$ cat config.mk
export PLATFORM = sky130hd
export DESIGN_NAME = regfile_mp
export DESIGN_NICKNAME = d
export VERILOG_FILES = /design/src/rtl/regfile_pkg.sv /design/src/rtl/regfile_mp_scoreboard.sv /design/src/rtl/regfile_mp.sv
export SDC_FILE = /design/constraint.sdc
export NUM_CORES = 2
export LEC_CHECK = 0
export ABC_CLOCK_PERIOD_IN_PS = 2800
export CAP_MARGIN = 20
export CORE_ASPECT_RATIO = 1.25
export CORE_MARGIN = 2
export CORE_UTILIZATION = 55
export CTS_CLUSTER_DIAMETER = 50
export CTS_CLUSTER_SIZE = 28
export DETAILED_ROUTE_END_ITERATION = 8
export HOLD_SLACK_MARGIN = 0.15
export PLACE_DENSITY_LB_ADDON = 0.12
export SLEW_MARGIN = 20
export SYNTH_ARGS = -nofsm -noshare
export SYNTH_HDL_FRONTEND = slang
export SYNTH_HIERARCHICAL = 1
export SYNTH_SLANG_ARGS = --single-unit
export TNS_END_PERCENT = 30
$ cat constraint.sdc
create_clock -name clk -period 2.8 [get_ports clk]
set_input_delay 0.42 -clock clk [delete_from_list [all_inputs] [get_ports clk]]
set_output_delay 0.42 -clock clk [all_outputs]
set_load 0.02 [all_outputs]
$ cat src/rtl/regfile_pkg.sv
// Shared constants and helpers for the multi-port register file:
// address-width derivation, address liveness and write-port priority resolution.
package regfile_pkg;

  localparam int DEF_XLEN     = 32;
  localparam int DEF_NREG     = 32;
  localparam int MAX_WR_PORTS = 8;

  typedef struct packed {
    logic       hit;
    logic [2:0] idx;
  } prio_t;

  function automatic int addr_width(input int nreg);
    return (nreg > 1) ? $clog2(nreg) : 1;
  endfunction

  // An address is live when it names a real register that is not the hardwired zero.
  function automatic logic addr_live(input int addr, input int nreg, input bit zero_reg);
    return (addr < nreg) && !(zero_reg && addr == 0);
  endfunction

  // Highest set bit wins: later write ports override earlier ones.
  function automatic prio_t prio_resolve(input logic [MAX_WR_PORTS-1:0] match);
    prio_t r;
    r = '0;
    for (int j = 0; j < MAX_WR_PORTS; j++) begin
      if (match[j]) begin
        r.hit = 1'b1;
        r.idx = 3'(j);
      end
    end
    return r;
  endfunction

endpackage

$ cat src/rtl/regfile_mp_scoreboard.sv
// Per-register busy scoreboard: issue sets, writeback clears, flush clears all.
// rbusy is masked by any same-cycle writeback to the read address.
module rf_scoreboard
  import regfile_pkg::*;
#(
  parameter int NREG     = DEF_NREG,
  parameter int NRD      = 2,
  parameter int NWR      = 2,
  parameter bit ZERO_REG = 1'b1,
  parameter int AW       = addr_width(NREG)
) (
  input  logic            clk,
  input  logic            rst,
  input  logic [NRD*AW-1:0] raddr,
  input  logic [NWR-1:0]  we,
  input  logic [NWR*AW-1:0] waddr,
  input  logic            iss_valid,
  input  logic [AW-1:0]   iss_rd,
  input  logic            flush,
  output logic [NRD-1:0]  rbusy
);

  logic [NREG-1:0] busy;
  logic [NREG-1:0] busy_nxt;
  logic [AW-1:0]   rd_a;
  logic            wr_hit;

  // Set after clear so a new producer supersedes the retiring one; flush overrides both.
  always_comb begin
    busy_nxt = busy;
    for (int j = 0; j < NWR; j++) begin
      if (we[j] && int'(waddr[j*AW +: AW]) < NREG) busy_nxt[waddr[j*AW +: AW]] = 1'b0;
    end
    if (iss_valid && addr_live(int'(iss_rd), NREG, ZERO_REG)) busy_nxt[iss_rd] = 1'b1;
    if (flush) busy_nxt = '0;
  end

  always_ff @(posedge clk or negedge rst) begin
    if (!rst) busy <= '0;
    else      busy <= busy_nxt;
  end

  always_comb begin
    rbusy  = '0;
    rd_a   = '0;
    wr_hit = 1'b0;
    for (int i = 0; i < NRD; i++) begin
      rd_a   = raddr[i*AW +: AW];
      wr_hit = 1'b0;
      for (int j = 0; j < NWR; j++) begin
        if (we[j] && waddr[j*AW +: AW] == rd_a) wr_hit = 1'b1;
      end
      rbusy[i] = addr_live(int'(rd_a), NREG, ZERO_REG) && busy[rd_a] && !wr_hit;
    end
  end

endmodule

$ cat src/rtl/regfile_mp.sv
// Multi-port integer register file with write-to-read bypass and busy scoreboard,
// sitting at the decode/writeback boundary.
module regfile_mp
  import regfile_pkg::*;
#(
  parameter int XLEN     = DEF_XLEN,
  parameter int NREG     = DEF_NREG,
  parameter int NRD      = 2,
  parameter int NWR      = 2,
  parameter bit ZERO_REG = 1'b1,
  localparam int AW      = addr_width(NREG)
) (
  input  logic              clk,
  input  logic              rst,
  input  logic [NRD*AW-1:0]   raddr,
  output logic [NRD*XLEN-1:0] rdata,
  output logic [NRD-1:0]      rbusy,
  input  logic [NWR-1:0]      we,
  input  logic [NWR*AW-1:0]   waddr,
  input  logic [NWR*XLEN-1:0] wdata,
  input  logic              iss_valid,
  input  logic [AW-1:0]     iss_rd,
  input  logic              flush
);

  logic [XLEN-1:0]         mem [NREG];
  logic [AW-1:0]           rd_a;
  logic [MAX_WR_PORTS-1:0] rd_match;
  prio_t                   rd_prio;

  // NOTE: the array is built from flops, not an SRAM macro, so it takes the async
  // reset like any other state; an SRAM-backed variant would have to drop this.
  always_ff @(posedge clk or negedge rst) begin
    if (!rst) begin
      for (int r = 0; r < NREG; r++) mem[r] <= '0;
    end else begin
      // Ports are visited low to high, so the last non-blocking write to an address wins.
      for (int j = 0; j < NWR; j++) begin
        if (we[j] && addr_live(int'(waddr[j*AW +: AW]), NREG, ZERO_REG))
          mem[waddr[j*AW +: AW]] <= wdata[j*XLEN +: XLEN];
      end
    end
  end

  // NOTE: blocking assignments here are intentional; always_comb evaluates top to
  // bottom and every variable gets a default first, so no latch is inferred.
  always_comb begin
    rdata    = '0;
    rd_a     = '0;
    rd_match = '0;
    rd_prio  = '0;
    for (int i = 0; i < NRD; i++) begin
      rd_a     = raddr[i*AW +: AW];
      rd_match = '0;
      for (int j = 0; j < NWR; j++) rd_match[j] = we[j] && (waddr[j*AW +: AW] == rd_a);
      rd_prio  = prio_resolve(rd_match);
      // Held reset forces zero even if a bypass source is active.
      if (rst && addr_live(int'(rd_a), NREG, ZERO_REG))
        rdata[i*XLEN +: XLEN] = rd_prio.hit ? wdata[int'(rd_prio.idx)*XLEN +: XLEN] : mem[rd_a];
    end
  end

  rf_scoreboard #(
    .NREG     (NREG),
    .NRD      (NRD),
    .NWR      (NWR),
    .ZERO_REG (ZERO_REG),
    .AW       (AW)
  ) u_scoreboard (
    .clk       (clk),
    .rst       (rst),
    .raddr     (raddr),
    .we        (we),
    .waddr     (waddr),
    .iss_valid (iss_valid),
    .iss_rd    (iss_rd),
    .flush     (flush),
    .rbusy     (rbusy)
  );

endmodule

==> flow_summary.yaml <==
timing:
  timing.slew.headroom_pct: 25.9
  worst_pin_slew_ns: 1.11
  worst_hold_slack_ns: 0.337
  fmax_mhz: 299
  setup_violations: 66
  rsz0062_at_grt: "true"
  finalSetupTns_ns: -24.22
  worst_slack_ns: -0.543
  period_share_pct: 119
  clock_skew_ns: 0
  min_period_ns: 3.34
  timing.final.hold_violations: 0
  slew_viol_final: 0
clock_tree:
  clkTransAtPathRegs_ns: 0.06
  cts_tree: "built"
  cts_buffers: 119
  cts_root_buf: "clkbuf_16"
  insertion_delay_ns: 0.77
  clock-sinks: 1056
  htree_levels: 3
  cts_buffer_depth: 3
route:
  drc: 0
  drt_iter0_markers: 8055
  antenna_left: 0
  vias: 59000
  wirelength_um: 282000
  vias_per_cell: 7.00
  wl_per_cell_um: 33.5
  drt-pass1-iter-count: 6
setup_path:
  crit_type: "in2out"
  crit_fanout: 8
  cp-endpoint: "rdata[17]"
  cp.depth: 11
  crit_chain: "buf_12, buf_16, buf_16, buf_12, buf_16, buf_12, mux4_2, mux4_2, nor4_4, a211oi_2, buf_4"
  cp_slowest_cell: "mux4_2"
  crit_required_ns: 2.38
  cp_num_buf_inv: 7
  regToRegEndpoint: "mem[83]$_DFF_PN0_"
  rr_worst_depth: 3
  cpPeakStageDelay_ns: 0.57
  end_kind: "primary output"
  worst_setup_path_start_kind: "input port"
  r2r-start: "mem[83]$_DFF_PN0_"
  arrival_ns: 2.92
  cp_top_family: "multiplexers"
  ff2ff_setup_slack_ns: 1.88
  crit_path_start: "raddr[0]"
power_and_ir_drop:
  p_leak_nw: 35.3
  total_power_w: 0.0550
  powerDensity_nw_per_um2: 665
  ir_drop_mv: 0.662
place:
  placedCellCount: 8147
  pre_cts_slack_ns: -1.37
  dp_hpwl_um: 184000
  place.gp.congestion: 0.967
  portBuffers: 160
global_routing:
  grt_max_degree: 173
  grtUsageTotal_pct: 44.4
  grt_pass1_wl_um: 406000
  antenna_found_initial: 8
  grt.overflow.total: 0
  grt_pass1_vias: 58200
floorplanning:
  core-area_um2: 122000
  dieArea_um2: 126000
  dieWidth_um: 318
  die_h_um: 396
  pin_count: 161
  start_util_pct: 55.5
  fp-row-count: 143
hold_path:
  hp-class: "in2reg"
  min_from: "wdata[56]"
layout:
  instances_no_fill: 8436
  drive_above_1_share_pct: 27.5
  regArea_um2: 26400
  multi_input_area_um2: 39100
  n_fill_cell: 9057
  nets: 6831
  syn_to_final_growth_pct: 22.2
yosys:
  syn_inst: 6489
  ys_types: 60
  ys_ff_latch: 1056
  ys_seq_area_share_pct: 39.1
  synth_nets: 6584
  synthFlopType: "dfrtp_1"
  syn_avg_cell_area_um2: 10.4
  syn-cell-area_um2: 67600
  async_flop_share_pct: 100
  yosys_warnings: 6
  synth_edf_count: 0
run_status:
  violations: "setup timing"
  outcome: "complete, but fails checks"
flow_run:
  max_cap_violations: 0
-- how the worst min path moves through the flow --
stage / end / slack [ns] / cells after the start
5_1_grt: u_scoreboard/busy[4]$_DFF_PN0_ / 0.38 / 2
6_report: mem[504]$_DFF_PN0_ / 0.34 / 3
3_5_place_dp: mem[1002]$_DFF_PN0_ / 0.38 / 0
3_3_place_gp: mem[1004]$_DFF_PN0_ / 0.38 / 0
4_1_cts: mem[504]$_DFF_PN0_ / 0.32 / 3
2_1_floorplan: mem[0]$_DFF_PN0_ / 0.12 / 0
-- power by group --
part	switching (W)	internal [W]
Combinational	0.00715	0.00831
Sequential	0.00317	0.0191
Clock	0.00766	0.00959
-- logic make-up after synthesis --
kind of cell	share of synthesized area (%)
AOI/OAI and AO/OA	13.2
and+or+nand+nor	9.64
muxes	32.0
DFF	39.1
buffers and inverters	5.51
xor gates and xnor gates	0.518
-- tightest hold or removal path: stages --
cell	delay, ns
clkdlybuf4s50_1	0.50
nand2_1	0.09
o21ai_0	0.07
-- final cells by class --
type	instances	area share (%)
inverter	38	0.180
tap	1595	2.41
timing repair buffer	945	13.0
clock inverter	90	1.36
multi-input combinational	4576	47.3
sequential	1056	32.0
clock buffer	131	3.81
antenna	5	0.0151
-- routing by layer --
metal,GRT usage [%],vias to the layer above,part of all wire (%)
li1,-,24300,-
met4,34.0,6,9.0
met1,55.2,29000,34
met3,12.1,1230,13
met5,0,-,0.059
met2,66.3,4412,44
-- flip-flops by register name, summed over array words and instances, names as in the netlist --
register           flops
mem                 1024
u_scoreboard/busy     32
-- synthesized netlist by cell type, drive strengths merged, types with 2 or more instances --
library cell	number	share of area (%)
nor2b	9	0.083
and3	10	0.093
clkinv	2	0.011
nand3b	2	0.022
nand3	7	0.052
a21boi	2	0.022
and2	4	0.037
mux4	553	18
and3b	14	0.18
nand2b	11	0.10
dfrtp	1056	39
o21a	31	0.34
o22ai	4	0.037
nor3	16	0.16
nand2	424	2.4
inv	36	0.20
mux2	6	0.10
a31oi	2	0.018
or2	6	0.056
xor2	13	0.17
a22oi	62	0.69
nand4b	2	0.026
a21oi	827	6.1
a221oi	94	1.2
xnor2	27	0.35
mux2i	912	13
nor4	98	1.3
a211oi	36	0.40
nor2	885	4.9
clkbuf	544	3.0
o221ai	37	0.48
buf	275	2.3
nor3b	15	0.18
nand4	10	0.093
a2111oi	32	0.70
a21o	3	0.033
o21ai	412	3.0
-- through the flow --
stage | util (%) | area [µm²]
2_1_floorplan | - | 67600
3_3_place_gp | 62.5 | 76200
3_5_place_dp | 62.6 | 76200
4_1_cts | 66.9 | 81500
5_1_grt | 67.8 | 82600
6_report | 67.8 | 82700
-- what timing repair did --
action / in CTS / in global routing
setup buffers: 17 / 48
hold buffers: 1 / 0
cloned: 4 / 3
hold endpoints to repair: 60 / 0
setup endpoints to repair: 66 / 66
gates resized for setup: 364 / 163
pin swaps: 24 / 39
-- placed cells by master (no fill, tap or decap), types with 14 or more instances in the layout --
master and count:
buf_16 17, mux2i_1 912, buf_12 222, inv_6 21, dfrtp_1 1056, nand2_1 396
buf_2 27, a221oi_2 16, mux4_2 552, o21ai_0 315, o221ai_1 35, nor2_1 866
buf_4 534, a221oi_1 77, o21ai_1 97, a22oi_1 62, clkbuf_16 125, and3b_1 14
a2111oi_2 27, a21oi_1 827, inv_8 16, clkdlybuf4s50_1 71, nor4_2 34, a211oi_2 23
clkinv_4 17, o21a_1 31, inv_1 36, xnor2_1 25, nand2_4 28, nor4_4 52
nor2_4 19, buf_6 34
No activity file was read; power rests on OpenSTA's default activity.
